`config.mk`:
```
export PLATFORM = sky130hd
export DESIGN_NAME = clk_gen_param
export DESIGN_NICKNAME = d
export VERILOG_FILES = /design/src/rtl/clk_gen_param.sv
export SDC_FILE = /design/constraint.sdc
export NUM_CORES = 1
export LEC_CHECK = 0
export BUFFER_PORTS_ARGS = -buffer_cell sky130_fd_sc_hd__buf_2
export CORE_MARGIN = 4
export CORE_UTILIZATION = 48
export CTS_CLUSTER_DIAMETER = 100
export CTS_CLUSTER_SIZE = 10
export DETAILED_ROUTE_END_ITERATION = 10
export PLACE_DENSITY = 0.85
export SETUP_SLACK_MARGIN = 0.15
export SLEW_MARGIN = 20
export SYNTH_ARGS = -nofsm -noshare
export SYNTH_HDL_FRONTEND = slang
export SYNTH_SLANG_ARGS = --single-unit
```
`constraint.sdc`:
```
create_clock -name clk_32f -period 2.4 [get_ports clk_32f]
set_input_delay 0.24 -clock clk_32f [delete_from_list [all_inputs] [get_ports clk_32f]]
set_output_delay 0.24 -clock clk_32f [all_outputs]
set_load 0.05 [all_outputs]
```
`src/rtl/clk_gen_param.sv`:
```
// Power-of-two clock divider tree with rate strobes, a glitch-free selectable
// output clock, and a synchronous realign input that drives a lock indicator.
module clk_gen_param #(
  parameter int DIV_STAGES = 5,
  parameter int SEL_W      = 3
) (
  input  logic                  clk_32f,
  input  logic                  reset,
  input  logic                  clear,
  input  logic [SEL_W-1:0]      sel,
  output logic [DIV_STAGES-1:0] clk_div,
  output logic [DIV_STAGES-1:0] stb,
  output logic                  clk_out,
  output logic [SEL_W-1:0]      sel_active,
  output logic                  locked
);

  localparam int SRC_N = 1 << SEL_W;
  localparam logic [SEL_W-1:0] SEL_RST = SEL_W'(DIV_STAGES - 1);

  logic [DIV_STAGES-1:0] cnt_q, cnt_d, cnt_next;
  logic [DIV_STAGES-1:0] div_q, div_d;
  logic [DIV_STAGES-1:0] stb_q, stb_d;
  logic [SEL_W-1:0]      sel_q, sel_d;
  logic                  out_q, out_d;
  logic                  lock_q, lock_d;
  logic                  wrap;
  logic [SRC_N-1:0]      src;

  // Sources beyond the last stage stay zero, so an out-of-range select gates
  // clk_out off without a separate compare.
  always_comb begin
    cnt_next = cnt_q + DIV_STAGES'(1);
    wrap     = (cnt_next == '0);
    sel_d    = sel_q;
    if (clear || wrap) sel_d = sel;
    src                   = '0;
    src[DIV_STAGES-1:0]   = cnt_next;
    cnt_d  = cnt_next;
    div_d  = cnt_next;
    stb_d  = ~cnt_q & cnt_next;
    out_d  = src[sel_d];
    lock_d = lock_q | wrap;
    if (clear) begin
      cnt_d  = '0;
      div_d  = '0;
      stb_d  = '0;
      out_d  = 1'b0;
      lock_d = 1'b0;
    end
  end

  // Select only moves at the wrap, when every divided clock is low, so the
  // new source always starts a fresh full half-period.
  always_ff @(posedge clk_32f or negedge reset) begin
    if (!reset) begin
      cnt_q  <= '0;
      div_q  <= '0;
      stb_q  <= '0;
      sel_q  <= SEL_RST;
      out_q  <= 1'b0;
      lock_q <= 1'b0;
    end else begin
      cnt_q  <= cnt_d;
      div_q  <= div_d;
      stb_q  <= stb_d;
      sel_q  <= sel_d;
      out_q  <= out_d;
      lock_q <= lock_d;
    end
  end

  assign clk_div    = div_q;
  assign stb        = stb_q;
  assign clk_out    = out_q;
  assign sel_active = sel_q;
  assign locked     = lock_q;

endmodule

```
==> results.md <==
* RSZ-0062 raised after global routing: no
* Total gr overflow at 0
* Syn-to-layout area delta at 25.9%
* Clk sinks at 14
* Worst setup EP type: flip-flop
* Crit Path Class: reg -> reg
* First-pass GRT wire length at 2280 µm
* Mux share of post-synthesis cell area at 3.30%
* Total GRT Usage at 15.6%
* Mapped cell area at 682 µm²
* Final Skew at 5.33 ps
* Synth Area in Adders at 9.17%
* Final std cells w/o fill at 100
* Syn nets at 71
* Average size of a mapped cell at 11.4 µm²
* Worst slack, placed at slightly above 200 ps
* Setup violators final at 0
* Arrival @ worst endpoint at ~2300 ps
* Final ANT Viol Nets at 0
* Sequential share of the synthesized area at 51.6%
* Via count at 533
* Post-route DRC at 0
* Vias in the first global route at 524
* Status: finished clean
* Critical-path cell list: ha_2 -> and3_1 -> ha_2 -> a41oi_4 -> mux2_2 -> o211ai_2 -> a21oi_2
* Post-Layout Inst Area at 858 µm²
* First-pass DRT Iterations at 4
* Core ar. at 1320 µm²
* Min Hold Slack at approximately 240 ps
* Count leader, synth: dfrtp_1
* Peak VDD IR at 323 µV
* Pins Over Slew Limit at 0
* Post-synth top area share at a little under half
* R2R Setup Slk at 280 ps
* DP Area at 795 µm²
* Die X at 45.7 µm
* GPL Wtd Cong at 0.841
* Worst hold path depth at 2
* Worst Tran Pin Value at 313 ps
* Starting Density at 51.8%
* Dominant cells by area after synthesis: dfrtp_1 (48%), ha_1 (9.2%), nor2_1 (5.0%)
* Vias per cell at about 5.3
* Most used cell, CP: ha_2
* IO Count at 21
* I/O Buffers at 20
* Xor/xnor cell area share of the yosys netlist at 0%
* Worst-Skew Late Latency at roughly 280 ps
* Min cycle time layout at about 2100 ps
* Total Power at around 570 µW
* Post-synth top cells: dfrtp_1 (13), nor2_1 (9), inv_1 (8)
* # nets final at between 90 and 100
* Nature of the critical path startpoint: flip-flop
* Ys async rst share at 100%
* Initial antenna violation count at 0
* Routed wire per std cell at between 10 and 15 µm
* Cts bufs inserted at 3
* Initial DRC count at 10
* Fill count at 104
* Ratio of cells with drive above 1 in the final layout at 43.5%
* Util after Layout at 65.1%
* Slowest CP cell: dfrtp_2
* Synthesized flop and latch total at 14
* Top FF cell, synth: dfrtp_1
* Hold crit path type: in -> reg
* Pleak at between 0.4 and 0.5 nW
* Post-synth EDFFs at 0
* ANT cells at 0
* CTS tree: built
* Post-synth cell types at 23
* Final worst slack at between 200 and 300 ps
* Relative slew margins at between 70% and 80%
* Depth of the most critical reg-to-reg path at 7
* Die area at approximately 2100 µm²
* Setup TNS Final at 0 ps
* Period utilisation layout at 88.5%
* Max-cap check violation count at 0
* Simple-gate portion of the synthesized area at 14.9%
* Largest family of logic cells by synthesized area: compound AO/OA/AOI/OAI gates
* Synth Area in Compound Gates at between 15 and 20%
* Die Y at 45.7 µm
* CTS H-tree depth at 1
* Clk slew on worst S/H paths at 80 ps
* Dominant cell type by area after synthesis: dfrtp_1
* Power per standard cell area at ~660 nW/µm²
* DRT Wirelength at 1380 µm
* CTS Root Cell: clkbuf_4
* Max Clk Rate at 471 MHz
* Crit-path max cell delay at 440 ps
* FP Rows at 13
* DP HPWL at between 1000 and 1500 µm
* Yosys warnings at 0
* Final hold violations at 0
* Gate Count Post-Synth at 60
* Pin count of the biggest net entering global routing at 15
* Crit path max fanout at 7
* CTS max path bufs at 2
* Placed instance count at 93
* Worst path required time at 2570 ps
-- final cells by class --
class                   instances  area, µm²  share of cell area (%)
flip-flops and latches         14        354                    41.3
inverters                       8       30.0                    3.50
multi-input cells              36        294                    34.3
repair buffers                 23        125                    14.6
clock buffers                   4       36.3                    4.23
well taps                      15       18.8                    2.19
-- worst max-delay path: cells and delay by family, from the launching register on --
kind | cells | cell delay (ps)
flops | 1 | 440
mux | 1 | 390
simple gates | 1 | 190
fa+ha+maj | 2 | 520
compound gates | 3 | 460
-- worst paths after layout --
check	startpoint	endpoint
min in group asynchronous	reset	stb[4]
max reg2reg	clk_div[1]	clk_out
min reg2reg	clk_div[0]	clk_div[0]
min	sel[2]	sel_active[2]
max in group asynchronous	reset	sel_active[2]
max	clk_div[1]	clk_out
-- cells by family after synthesis --
| group | Yosys count |
|---|---|
| compound gates | 10 |
| fa+ha+maj | 5 |
| buf+inv | 10 |
| flops | 14 |
| mux | 2 |
| simple gates | 19 |
-- flip-flops by register name, indices dropped and copies added (netlist names) --
signal	flops
stb	4
clk_div	5
locked	1
sel_active	3
clk_out	1
-- per-layer routing --
layer	part of all wire [%]	track usage [%]	vias up
met5	0	0	-
met4	1.9	8.52	0
met3	7.6	4.74	4
met2	49	25.6	18
met1	41	17.9	259
li1	-	-	252
-- placed cells by master, fill, tap and decap left out, types with 2 or more instances in the layout --
cell type,count
ha_2,2
and3_1,2
o221ai_1,2
buf_2,20
buf_4,2
inv_1,8
nor2b_1,4
dfrtp_1,11
clkbuf_4,3
nor2_1,9
mux2_2,2
ha_1,3
dfrtp_2,2
-- power by group --
part	leakage (nW)	internal (mW)	switching, mW
Sequential	0.181	0.252	0.0112
Clock	0.0210	0.0922	0.0733
Combinational	0.249	0.0423	0.0998
-- repair_timing --
| item | 4_1_cts | 5_1_grt |
|---|---|---|
| gates resized for setup | 0 | 1 |
| buffers inserted | 0 | 2 |
| hold buffers | 1 | 0 |
| endpoints found under the hold margin | 13 | 0 |
| setup endpoints to repair | 0 | 1 |
Note: power is estimated with default switching activity, not from simulation.
